$ cat config.mk
export PLATFORM = sky130hd
export DESIGN_NAME = pong_ball_engine
export DESIGN_NICKNAME = d
export VERILOG_FILES = /design/src/rtl/pong_pkg.sv /design/src/rtl/pong_axis_step.sv /design/src/rtl/pong_ball_engine.sv
export SDC_FILE = /design/constraint.sdc
export NUM_CORES = 1
export LEC_CHECK = 0
export CELL_PAD_IN_SITES_DETAIL_PLACEMENT = 0
export CELL_PAD_IN_SITES_GLOBAL_PLACEMENT = 1
export CORE_ASPECT_RATIO = 1.5
export CORE_UTILIZATION = 50
export CTS_CLUSTER_SIZE = 12
export DETAILED_ROUTE_END_ITERATION = 6
export PLACE_DENSITY = 0.95
export SYNTH_ARGS = -nofsm -noshare
export SYNTH_HDL_FRONTEND = slang
export SYNTH_HIERARCHICAL = 1
export SYNTH_SLANG_ARGS = --single-unit
$ cat constraint.sdc
create_clock -name clk -period 14.8 [get_ports clk]
set_input_delay 2.96 -clock clk [delete_from_list [all_inputs] [get_ports clk]]
set_output_delay 2.96 -clock clk [all_outputs]
set_load 0.02 [all_outputs]
$ cat src/rtl/pong_pkg.sv
// pong_pkg: shared widths, state encoding and default geometry for the Pong ball engine
package pong_pkg;
  localparam int COORD_W = 10;
  localparam int EXT_W = COORD_W + 1;
  localparam logic [1:0] ST_IDLE = 2'd0;
  localparam logic [1:0] ST_SERVE = 2'd1;
  localparam logic [1:0] ST_PLAY = 2'd2;
  localparam logic [1:0] ST_OVER = 2'd3;
  localparam int DEF_H_RES = 640;
  localparam int DEF_V_RES = 480;
  localparam int DEF_BALL_SIZE = 10;
  localparam int DEF_PADDLE_LEN = 50;
  localparam int DEF_PADDLE_W = 5;
  localparam int DEF_P1_X = 30;
  localparam int DEF_P2_X = 600;
  function automatic logic [COORD_W-1:0] centre(input int res, input int size);
    return COORD_W'((res - size) / 2);
  endfunction
endpackage

$ cat src/rtl/pong_axis_step.sv
// pong_axis_step: one-axis move by speed, clamping and reversing when the leading edge reaches an enabled limit
module pong_axis_step
  import pong_pkg::*;
(
  input  logic [COORD_W-1:0] i_pos,
  input  logic               i_dir,
  input  logic [COORD_W-1:0] i_speed,
  input  logic [COORD_W-1:0] i_lo_edge,
  input  logic [COORD_W-1:0] i_lo_pos,
  input  logic               i_lo_en,
  input  logic [COORD_W-1:0] i_hi_edge,
  input  logic [COORD_W-1:0] i_hi_pos,
  input  logic               i_hi_en,
  output logic [COORD_W-1:0] o_pos,
  output logic               o_dir
);
  logic [EXT_W-1:0]   w_ahead;
  logic [COORD_W-1:0] w_step;
  logic               w_lo_hit;
  logic               w_hi_hit;
  // limits are compared against pos+speed so nothing is subtracted before the test
  assign w_ahead = {1'b0, i_pos} + {1'b0, i_speed};
  assign w_lo_hit = i_lo_en && !i_dir && ({1'b0, i_pos} <= {1'b0, i_lo_edge} + {1'b0, i_speed});
  assign w_hi_hit = i_hi_en && i_dir && (w_ahead >= {1'b0, i_hi_edge});
  assign w_step = i_dir ? w_ahead[COORD_W-1:0] : (i_pos > i_speed ? i_pos - i_speed : '0);
  assign o_pos = w_lo_hit ? i_lo_pos : w_hi_hit ? i_hi_pos : w_step;
  assign o_dir = (w_lo_hit || w_hi_hit) ? !i_dir : i_dir;
endmodule

$ cat src/rtl/pong_ball_engine.sv
// pong_ball_engine: ball motion, wall/paddle bounces, misses, scoring and the serve/play/over state machine.
// Define PONG_SPEEDUP_EN to raise speed by one per paddle hit, capped at MAX_SPEED.
module pong_ball_engine
  import pong_pkg::*;
#(
  parameter int H_RES        = DEF_H_RES,
  parameter int V_RES        = DEF_V_RES,
  parameter int BALL_SIZE    = DEF_BALL_SIZE,
  parameter int PADDLE_LEN   = DEF_PADDLE_LEN,
  parameter int PADDLE_W     = DEF_PADDLE_W,
  parameter int P1_X         = DEF_P1_X,
  parameter int P2_X         = DEF_P2_X,
  parameter int BASE_SPEED   = 1,
  parameter int MAX_SPEED    = 7,
  parameter int SERVE_FRAMES = 60,
  parameter int SCORE_W      = 4,
  parameter int WIN_SCORE    = 9
)(
  input  logic               clk,
  input  logic               reset,
  input  logic               frame_tick,
  input  logic               serve,
  input  logic [COORD_W-1:0] paddle_one_y,
  input  logic [COORD_W-1:0] paddle_two_y,
  output logic [COORD_W-1:0] ball_x,
  output logic [COORD_W-1:0] ball_y,
  output logic               collided,
  output logic               missed,
  output logic [SCORE_W-1:0] score_one,
  output logic [SCORE_W-1:0] score_two,
  output logic               game_over,
  output logic [1:0]         state
);
`ifdef PONG_SPEEDUP_EN
  localparam bit SPEEDUP = 1'b1;
`else
  localparam bit SPEEDUP = 1'b0;
`endif
  localparam int CNT_W = $clog2(SERVE_FRAMES + 1);
  localparam logic [CNT_W-1:0]   CNT_LAST = CNT_W'(SERVE_FRAMES - 1);
  localparam logic [COORD_W-1:0] CX = centre(H_RES, BALL_SIZE);
  localparam logic [COORD_W-1:0] CY = centre(V_RES, BALL_SIZE);
  localparam logic [COORD_W-1:0] X_LO_EDGE = COORD_W'(P1_X + PADDLE_W - 1);
  localparam logic [COORD_W-1:0] X_LO_POS = COORD_W'(P1_X + PADDLE_W);
  localparam logic [COORD_W-1:0] X_HI_EDGE = COORD_W'(P2_X - BALL_SIZE + 1);
  localparam logic [COORD_W-1:0] X_HI_POS = COORD_W'(P2_X - BALL_SIZE);
  localparam logic [COORD_W-1:0] Y_HI = COORD_W'(V_RES - BALL_SIZE);
  localparam logic [EXT_W-1:0]   X_MISS = EXT_W'(H_RES - BALL_SIZE);
  localparam logic [COORD_W-1:0] SPD0 = COORD_W'(BASE_SPEED);
  localparam logic [COORD_W-1:0] SPD_TOP = COORD_W'(SPEEDUP ? MAX_SPEED : BASE_SPEED);
  localparam logic [SCORE_W-1:0] WIN = SCORE_W'(WIN_SCORE);
  logic [COORD_W-1:0] r_x;
  logic [COORD_W-1:0] r_y;
  logic               r_dir_x;
  logic               r_dir_y;
  logic [COORD_W-1:0] r_speed;
  logic [SCORE_W-1:0] r_score_one;
  logic [SCORE_W-1:0] r_score_two;
  logic [1:0]         r_state;
  logic [CNT_W-1:0]   r_cnt;
  logic               r_collided;
  logic               r_missed;
  logic               w_ov1;
  logic               w_ov2;
  logic [COORD_W-1:0] w_nx;
  logic [COORD_W-1:0] w_ny;
  logic               w_ndx;
  logic               w_ndy;
  logic               w_hit;
  logic               w_miss_r;
  logic               w_miss_l;
  logic [SCORE_W-1:0] w_s1_inc;
  logic [SCORE_W-1:0] w_s2_inc;
  assign w_ov1 = ({1'b0, r_y} + EXT_W'(BALL_SIZE - 1) >= {1'b0, paddle_one_y})
              && ({1'b0, r_y} <= {1'b0, paddle_one_y} + EXT_W'(PADDLE_LEN - 1));
  assign w_ov2 = ({1'b0, r_y} + EXT_W'(BALL_SIZE - 1) >= {1'b0, paddle_two_y})
              && ({1'b0, r_y} <= {1'b0, paddle_two_y} + EXT_W'(PADDLE_LEN - 1));
  pong_axis_step u_x (
    .i_pos     (r_x),
    .i_dir     (r_dir_x),
    .i_speed   (r_speed),
    .i_lo_edge (X_LO_EDGE),
    .i_lo_pos  (X_LO_POS),
    .i_lo_en   (w_ov1),
    .i_hi_edge (X_HI_EDGE),
    .i_hi_pos  (X_HI_POS),
    .i_hi_en   (w_ov2),
    .o_pos     (w_nx),
    .o_dir     (w_ndx)
  );
  pong_axis_step u_y (
    .i_pos     (r_y),
    .i_dir     (r_dir_y),
    .i_speed   (r_speed),
    .i_lo_edge ('0),
    .i_lo_pos  ('0),
    .i_lo_en   (1'b1),
    .i_hi_edge (Y_HI),
    .i_hi_pos  (Y_HI),
    .i_hi_en   (1'b1),
    .o_pos     (w_ny),
    .o_dir     (w_ndy)
  );
  // X direction only ever reverses on a paddle hit
  assign w_hit = w_ndx ^ r_dir_x;
  assign w_miss_r = r_dir_x && !w_hit && ({1'b0, r_x} + {1'b0, r_speed} >= X_MISS);
  assign w_miss_l = !r_dir_x && !w_hit && (r_x <= r_speed);
  assign w_s1_inc = (&r_score_one) ? r_score_one : r_score_one + SCORE_W'(1);
  assign w_s2_inc = (&r_score_two) ? r_score_two : r_score_two + SCORE_W'(1);
  always_ff @(posedge clk) begin
    if (reset) begin
      r_x <= CX;
      r_y <= CY;
      r_dir_x <= 1'b0;
      r_dir_y <= 1'b1;
      r_speed <= SPD0;
      r_score_one <= '0;
      r_score_two <= '0;
      r_state <= ST_IDLE;
      r_cnt <= '0;
      r_collided <= 1'b0;
      r_missed <= 1'b0;
    end else begin
      r_collided <= 1'b0;
      r_missed <= 1'b0;
      case (r_state)
        ST_IDLE: if (serve) begin
          r_state <= ST_SERVE;
          r_cnt <= '0;
        end
        ST_SERVE: if (frame_tick) begin
          r_cnt <= r_cnt + CNT_W'(1);
          if (r_cnt == CNT_LAST) r_state <= ST_PLAY;
        end
        ST_PLAY: if (frame_tick) begin
          if (w_miss_r || w_miss_l) begin
            r_x <= CX;
            r_y <= CY;
            r_speed <= SPD0;
            r_dir_x <= w_miss_r;
            r_missed <= 1'b1;
            r_cnt <= '0;
            r_score_one <= w_miss_r ? w_s1_inc : r_score_one;
            r_score_two <= w_miss_l ? w_s2_inc : r_score_two;
            r_state <= ((w_miss_r ? w_s1_inc : w_s2_inc) == WIN) ? ST_OVER : ST_SERVE;
          end else begin
            r_x <= w_nx;
            r_y <= w_ny;
            r_dir_x <= w_ndx;
            r_dir_y <= w_ndy;
            r_collided <= w_hit;
            if (w_hit && r_speed < SPD_TOP) r_speed <= r_speed + COORD_W'(1);
          end
        end
        default: if (serve) begin
          r_score_one <= '0;
          r_score_two <= '0;
          r_state <= ST_SERVE;
          r_cnt <= '0;
        end
      endcase
    end
  end
  assign ball_x = r_x;
  assign ball_y = r_y;
  assign collided = r_collided;
  assign missed = r_missed;
  assign score_one = r_score_one;
  assign score_two = r_score_two;
  assign game_over = (r_state == ST_OVER);
  assign state = r_state;
endmodule
==> results of run 1 <==
-- worst min-delay path: cells and delay by family, from the launching register on --
family,cells,cell delay (ns)
AND/OR/NAND/NOR,1,0.06
flip-flops,1,0.33
AO/OA/AOI/OAI,1,0.05
-- per-stage QoR --
stage | util | power, mW
after global placement | 0.5640 | 0.2596
after detailed placement | 0.5640 | 0.2624
after CTS | 0.5720 | 0.3758
after floorplan | - | 0.2324
final | 0.5720 | 0.3745
after global routing | 0.5720 | 0.3978
-- cells in the mapped netlist (5+ instances only) --
library cell	count	area, um^2
o32ai_1	5	43.79
o21a_1	12	90.09
or2_2	7	43.79
a211oi_1	22	165.2
buf_2	9	45.04
nand4_1	18	112.6
a221oi_2	5	75.07
or3_1	8	50.05
ha_1	175	2190
nand2b_1	17	106.4
o211ai_1	5	37.54
o21ai_1	6	30.03
dfxtp_1	50	1001
inv_1	132	495.5
fa_1	7	140.1
a21o_1	20	150.1
and3_1	6	37.54
o21ai_0	39	195.2
nor4b_1	6	52.55
xor2_1	18	157.7
a22o_1	9	78.83
o31ai_1	8	60.06
nand2_1	78	292.8
a221oi_1	5	43.79
or4_1	5	37.54
nor4_1	11	68.82
buf_4	5	37.54
o2111ai_1	5	43.79
buf_6	9	101.4
nor3_1	21	105.1
nor2b_1	28	175.2
and2_1	13	81.33
nand3_1	45	225.2
mux2i_1	13	130.1
xnor2_1	47	411.6
clkbuf_1	12	45.04
nor2_1	62	232.7
a21oi_1	88	440.4
-- layer usage --
layer,track usage,vias up,share of wire
li1,-,4233,-
met1,0.2753,3906,0.41
met2,0.5054,154,0.52
met3,0.02153,58,0.029
met4,0.1196,0,0.042
met5,0,-,0
-- path summary, 6_finish.rpt --
| path | to | cells past startpoint | start |
|---|---|---|---|
| worst max register to register | ball_y[0] | 19 | r_speed[4] |
| worst min-delay path | r_cnt[1] | 2 | r_cnt[1] |
| worst min register to register | r_cnt[1] | 2 | r_cnt[1] |
| worst max-delay path | ball_y[0] | 26 | paddle_two_y[0] |
-- power by group --
group / switching, mW / leakage (nW) / internal (mW) / total [mW]
combinational: 0.0667 / 4.03 / 0.0537 / 0.120
clock: 0.0519 / 0.0619 / 0.0618 / 0.114
sequential: 0.00408 / 0.404 / 0.136 / 0.140
-- sequential cells by signal, summed over array words and instances, names as in the netlist --
name       flops
ball_x        10
ball_y        10
collided       1
missed         1
r_cnt          6
r_dir_x        1
r_dir_y        1
r_speed       10
score_one      4
score_two      4
state          2
-- cell type report --
type,instances,area [um^2],share of cell area
multi-input cells,1002,7472,0.7498
inverters,132,495.5,0.04972
clock buffers,5,125.1,0.01255
clock inverters,2,15.01,0.001507
repair buffers,60,590.6,0.05926
well taps,213,266.5,0.02674
flip-flops and latches,50,1001,0.1004
-- cells by family (layout without fill, tap and decap cells) --
logic type / count (synthesis) / after routing / share of synthesized area
other: 2 / 86 / 0.0008429
adder cells (fa/ha/maj): 182 / 182 / 0.2615
XOR/XNOR: 65 / 65 / 0.06389
AND/OR/NAND/NOR: 346 / 346 / 0.2056
buffers and inverters: 169 / 199 / 0.08440
flip-flops: 50 / 50 / 0.1123
AO/OA/AOI/OAI: 308 / 308 / 0.2539
multiplexers: 15 / 15 / 0.01755
==> results_dict.tcl, run 1 <==
set metrics [dict create \
    outcome "finished with violations" \
    violations "DRC" \
    grt_first_pass_wirelength_um 38010 \
    finalHoldViolations 0 \
    ys_types 99 \
    async_reset_ff_frac 0 \
    cp_common_cell "nor2_1" \
    skew_ns 0.004880 \
    final_cell_mix "175 x ha_1, 132 x inv_1, 88 x a21oi_1, 86 x conb_1, 78 x nand2_1" \
    grt_max_degree 29 \
    drt_first_iter_violations 424 \
    clock_sinks 50 \
    min_period_ns 7.718 \
    r2r_slack_ns 8.78 \
    fp.dieArea_um2 18370 \
    cts_max_path_buffers 2 \
    worst_pin_slew_ns 0.8965 \
    irDropWorstVdd_v 0.00004053 \
    clk_pin_slew_ns 0.07 \
    fmax_mhz 129.6 \
    die_x_um 111.0 \
    finalSetupTns_ns 0 \
    critPathTopFamily "compound AO/OA/AOI/OAI gates" \
    track_usage 0.2564 \
    synthCells 1137 \
    ant_nets 0 \
    nNetsFinal 1457 \
    via_per_inst 5.704 \
    crit_type "in -> reg" \
    wl_per_cell_um 16.04 \
    dp_hpwl_um 18540 \
    power_density_nw_per_um2 37.57 \
    cp_slowest_cell "a21oi_2" \
    ys_warn_count 6 \
    cts_hold_buffers 0 \
    routed_wirelength_um 23490 \
    antenna_found_initial 0 \
    instances_no_fill 1464 \
    crit_buf_inv 2 \
    post_cts_buffers 0 \
    slowest_delay_ns 0.68 \
    overflow 0 \
    initial_utilization 0.5114 \
    dp.cells 1457 \
    clk-insertion-delay-late_ns 0.29 \
    synth_edf_count 0 \
    core_um2 17420 \
    power.leakage_nw 4.495 \
    placed_area_um2 9826 \
    fin_ws_ns 7.082 \
    fin_hold_ws_ns 0.4820 \
    netlist_area_um2 8910 \
    cap_violations 0 \
    post-place-ws_ns 6.823 \
    crit_fanout 22 \
    syn2layout_area_growth_pct 11.85 \
    drc 11 \
    setup-violations-final 0 \
    cts_resized 0 \
    final_common_cell "ha_1" \
    rows 59 \
    synth.avg_cell_area_um2 7.836 \
    layout-drive-gt1-share 0.05436 \
    maxSlewHeadroom 0.4001 \
    fin_area_um2 9966 \
    antennaDiodeCount 0 \
    rsz0062_at_grt "false" \
    synth-main-ff-cell "dfxtp_1" \
    critPathLaunchType "input pin" \
    htree_levels 2 \
    cts_buffers 5 \
    maxSlewViolCount 0 \
    fp.dieH_um 165.5 \
    hp-class "reg -> reg" \
    fill_cells 1736 \
    port-buffer-count 56 \
    cts_tree "built" \
    vias 8351 \
    ys_seq_area_frac 0.1123 \
    grt_pass1_vias 7952 \
    endpoint_kind "flip-flop" \
    yosys_register_bits 50 \
    first_pass_iters 7 \
    worstPathArrival_ns 7.85 \
    cts_root_buffer "clkbuf_16" \
    io_pins 57 \
    cp.required_ns 14.93 \
    fin_crit_sh 0.5215 \
    gp_congestion 0.8946 \
]
(Power assumes the default switching activity.)
==> run 2, diff against run 1 <==
CORE_UTILIZATION = 47   (was 50)
clock period = 7.75 ns   (was 14.8 ns; I/O delays follow)
==> run 2 against run 1 <==
Against the previous run:
- the run now ends clean
- sequential cell count is the same
- clock-buffer cell count unchanged
- non-clock buffer count up 5
- combinational power up 93%
- setup slack got worse by 5.6 ns
- cell area rose by 0.97%
- die area grew 6.3%
- via count is 1.4% higher
- utilization fell by 2.9 points
- clock skew rose by 0.0026 ns
- largest power group unchanged
- highest routed layer unchanged
==> results_dict.tcl, run 2 (synthesis gave the netlist of run 1 again) <==
set metrics [dict create \
    cap_violations 0 \
    startpoint "paddle_two_y[0]" \
    layout-drive-gt1-share 0.05887 \
    cp_common_cell "nor2_1" \
    cts_hold_buffers 0 \
    rows 61 \
    rsz0062_at_grt "false" \
    critPathTopFamily "compound AO/OA/AOI/OAI gates" \
    drc 0 \
    cp_slowest_cell "a21oi_2" \
    critPathLaunchType "input pin" \
    fp.dieH_um 170.6 \
    cts_buffers 5 \
    irDropWorstVdd_v 0.00007934 \
    dp_hpwl_um 19020 \
    grt_first_pass_wirelength_um 38990 \
    clock_sinks 50 \
    maxSlewViolCount 0 \
    antenna_found_initial 0 \
    crit_path_end "ball_x[0]" \
    instances_no_fill 1509 \
    power_density_nw_per_um2 71.70 \
    outcome "completed" \
    fp.dieArea_um2 19520 \
    power_mw 0.7215 \
    wl_per_cell_um 15.86 \
    via_per_inst 5.609 \
    core_um2 18550 \
    drt_first_iter_violations 493 \
    nNetsFinal 1462 \
    worstPathArrival_ns 6.43 \
    fin_util 0.5425 \
    ant_nets 0 \
    ff2ff_path_depth 21 \
    final_common_cell "ha_1" \
    finalHoldViolations 0 \
    slowest_delay_ns 0.66 \
    htree_levels 2 \
    post_cts_buffers 0 \
    syn2layout_area_growth_pct 12.93 \
    crit_fanout 22 \
    io_pins 57 \
    track_usage 0.2477 \
    reg2reg_from "r_speed[0]" \
    crit_type "in -> reg" \
    first_pass_iters 5 \
    power.leakage_nw 4.531 \
    routed_wirelength_um 23930 \
    fin_crit_sh 0.8130 \
    worst_pin_slew_ns 0.8634 \
    skew_ns 0.007488 \
    clk-insertion-delay-late_ns 0.29 \
    cp.required_ns 7.88 \
    finalSetupTns_ns 0 \
    setup-violations-final 0 \
    clk_pin_slew_ns 0.07 \
    maxSlewHeadroom 0.4244 \
    fill_cells 1813 \
    antennaDiodeCount 0 \
    min_period_ns 6.301 \
    grt_max_degree 29 \
    crit_buf_inv 2 \
    overflow 0 \
    cts_resized 0 \
    gp_congestion 0.8967 \
    r2r_slack_ns 1.79 \
    fmax_mhz 158.7 \
    initial_utilization 0.4804 \
    cts_max_path_buffers 2 \
    cts_root_buffer "clkbuf_16" \
    endpoint_kind "flip-flop" \
    final_cell_mix "175 x ha_1, 132 x inv_1, 88 x a21oi_1, 86 x conb_1, 78 x nand2_1" \
    hp-class "reg -> reg" \
    cp.depth 26 \
    die_x_um 114.4 \
    vias 8464 \
    cts_tree "built" \
    grt_pass1_vias 8204 \
    reg2reg_to "ball_x[0]" \
    dp.cells 1501 \
    port-buffer-count 56 \
]
run 2: cell count changes in the layout (fill, tap and decap cells not counted), sizes merged:
cell,previous run,this run
inv,132,133
clkinv,0,1
clkinvlp,2,1
buf,4,9
run 2: routing by layer:
metal / vias to the layer above / track usage / wire (um)
li1: 4254 / - / -
met1: 3976 / 0.2718 / 9656
met2: 182 / 0.4928 / 12950
met3: 52 / 0.01842 / 662
met4: 0 / 0.07736 / 657
met5: - / 0 / 0
run 2: how the worst min path moves through the flow:
stage              from       end  slack, ns  cells past startpoint
2_1_floorplan  r_cnt[1]  r_cnt[1]       0.45                      2
4_1_cts        r_cnt[1]  r_cnt[1]       0.48                      2
3_3_place_gp   r_cnt[1]  r_cnt[1]       0.46                      2
5_1_grt        r_cnt[1]  r_cnt[1]       0.50                      2
3_5_place_dp   r_cnt[1]  r_cnt[1]       0.47                      2
6_report       r_cnt[1]  r_cnt[1]       0.48                      2
run 2: power by group:
part | leakage [nW] | total, mW | switching [mW] | internal (mW)
clock | 0.0704 | 0.223 | 0.101 | 0.121
sequential | 0.404 | 0.268 | 0.00786 | 0.260
combinational | 4.06 | 0.231 | 0.128 | 0.103
run 2: final cells by class:
type	instances	area, um^2	area share
clock buffer	5	125.1	0.01243
clock inverter	3	25.02	0.002487
inverter	132	495.5	0.04924
multi-input combinational	1002	7472	0.7426
sequential	50	1001	0.09948
tap	252	315.3	0.03134
timing repair buffer	65	628.1	0.06242
run 2: worst min-delay path, delay by kind of cell (launching register included):
kind             cells  cell delay [ns]
AND/OR/NAND/NOR      1             0.06
AO/OA/AOI/OAI        1             0.05
flip-flops           1             0.33
run 2: per-stage QoR:
stage	instance area [um^2]	hold slack, ns	setup WS (ns)
after floorplan	9225	0.4492	2.565
after global placement	9912	0.4572	1.298
after detailed placement	9912	0.4702	1.150
after CTS	10060	0.4777	1.454
after global routing	10060	0.5050	1.013
final	10060	0.4819	1.449
==> run 3, diff against run 2 <==
CORE_UTILIZATION = 42   (was 47)
PLACE_DENSITY = 0.91   (was 0.95)
clock period = 5.37 ns   (was 7.75 ns; I/O delays follow)
==> run 3 against run 2 <==
Against the previous run:
- first-iteration DRC count shrank 12%
- cell area grew 5.3%
- utilization shrank 2.8 points
- critical endpoint is now r_cnt[2]
- largest power group unchanged
==> results_dict.tcl, run 3 (synthesis gave the netlist of run 1 again) <==
set metrics [dict create \
    min_period_ns 5.049 \
    grt_busiest_layer "met2" \
    register_area_um2 1001 \
    clock_sinks 50 \
    final_cell_mix "174 x ha_1, 132 x inv_1, 87 x a21oi_1, 86 x conb_1, 78 x nand2_1" \
    cp_common_cell "nand2_1" \
    power_density_nw_per_um2 105.7 \
    grt_max_degree 29 \
    fin_hold_ws_ns 0.4896 \
    vias 8667 \
    nNetsFinal 1522 \
    maxSlewViolCount 0 \
    antennaDiodeCount 0 \
    grt_first_pass_wirelength_um 40310 \
    cp_slowest_cell "clkdlybuf4s50_1" \
    fp.dieArea_um2 21810 \
    crit_type "in -> reg" \
    clk_pin_slew_ns 0.07 \
    drt_first_iter_violations 433 \
    htree_levels 2 \
    use_met2 0.4507 \
    antenna_found_initial 0 \
    slowest_delay_ns 0.51 \
    syn2layout_area_growth_pct 18.94 \
    multi_input_area_um2 7506 \
    final_common_cell "ha_1" \
    clk-insertion-delay-late_ns 0.30 \
    drc 0 \
    cts_tree "built" \
    fin_crit_sh 0.9402 \
    grt_pass1_vias 8365 \
    overflow 0 \
    post-place-ws_ns -0.2956 \
    dp_hpwl_um 20620 \
    grt_use_met1 0.2490 \
    first_pass_iters 5 \
    wl_per_cell_um 16.10 \
    cap_violations 0 \
    ant_nets 0 \
    endpoint_kind "flip-flop" \
    cts_root_buffer "clkbuf_16" \
    worstPathArrival_ns 5.25 \
    initial_utilization 0.4329 \
    power.leakage_nw 4.861 \
    finalHoldViolations 0 \
    rows 64 \
    skew_ns 0.006934 \
    fp.dieH_um 180.4 \
    die_x_um 120.9 \
    core_um2 20580 \
    fmax_mhz 198.1 \
    cts_buffers 5 \
    setup-violations-final 0 \
    irDropWorstVdd_v 0.0001572 \
    cp.required_ns 5.57 \
    critPathLaunchType "input pin" \
    worst_pin_slew_ns 0.9241 \
    gp_congestion 0.9507 \
    maxSlewHeadroom 0.3839 \
    cts_hold_buffers 0 \
    routed_wirelength_um 25460 \
    port-buffer-count 56 \
    fin_ws_ns 0.3210 \
    track_usage 0.2297 \
    hp-class "reg -> reg" \
    via_per_inst 5.482 \
    io_pins 57 \
    fill_cells 2002 \
    outcome "completed" \
    crit_fanout 6 \
    cts_max_path_buffers 2 \
    grtUsageMet3 0.01076 \
    layout-drive-gt1-share 0.1093 \
]
==> run 3: cell count changes in the layout (fill, tap and decap cells not counted), sizes merged <==
cell	change
buf	+60
bufinv	+1
clkdlybuf4s50	-2
clkinvlp	-1
dlymetal6s2s	+2
==> run 3: repair_timing <==
item,in CTS,in global routing
pin swaps,0,2
endpoints found under the hold margin,0,0
resized for setup,1,14
endpoints found under the setup margin,3,49
buffers inserted,0,0
==> run 3: cell type report <==
type / count / share of cell area
clock buffers: 5 / 0.01181
clock inverters: 3 / 0.004132
inverters: 132 / 0.04675
multi-input cells: 1002 / 0.7083
flip-flops and latches: 50 / 0.09445
well taps: 264 / 0.03117
repair buffers: 125 / 0.1034
==> run 3: path summary, 6_finish.rpt <==
check | startpoint | slack [ns] | end | depth (start not counted)
setup / recovery | paddle_two_y[3] | 0.32 | r_cnt[2] | 26
hold / removal | r_cnt[1] | 0.49 | r_cnt[1] | 2
setup reg to reg | r_speed[1] | 0.36 | r_cnt[2] | 21
hold reg to reg | r_cnt[1] | 0.49 | r_cnt[1] | 2
==> run 3: power breakdown <==
group,internal (mW),total [mW],switching (mW)
combinational,0.170,0.368,0.198
clock,0.221,0.369,0.148
sequential,0.375,0.383,0.00787
total,0.766,1.12,0.354
==> run 3: worst max-delay path, delay by kind of cell <==
| family | cells | cell delay (ns) |
|---|---|---|
| compound gates | 10 | 1.57 |
| simple gates | 11 | 1.43 |
| buf+inv | 2 | 0.56 |
| fa+ha+maj | 2 | 0.46 |
| xor+xnor | 1 | 0.16 |
==> run 3: stage by stage <==
stage / cells / utilization / power [mW] / cell area (um^2) / setup TNS (ns)
2_1_floorplan: 1221 / - / 0.6404 / 9225 / 0
3_3_place_gp: 1573 / 0.5049 / 0.7417 / 10390 / -0.9119
3_5_place_dp: 1573 / 0.5049 / 0.7508 / 10390 / -5.592
4_1_cts: 1581 / 0.5131 / 1.119 / 10560 / 0
5_1_grt: 1581 / 0.5150 / 1.183 / 10600 / -0.02815
6_report: 1581 / 0.5150 / 1.120 / 10600 / 0
==> run 3: layer usage <==
layer | up-vias | wire length, um
met3 | 49 | 634
li1 | 4359 | -
met2 | 179 | 13630
met5 | - | 0
met4 | 0 | 949
met1 | 4080 | 10250
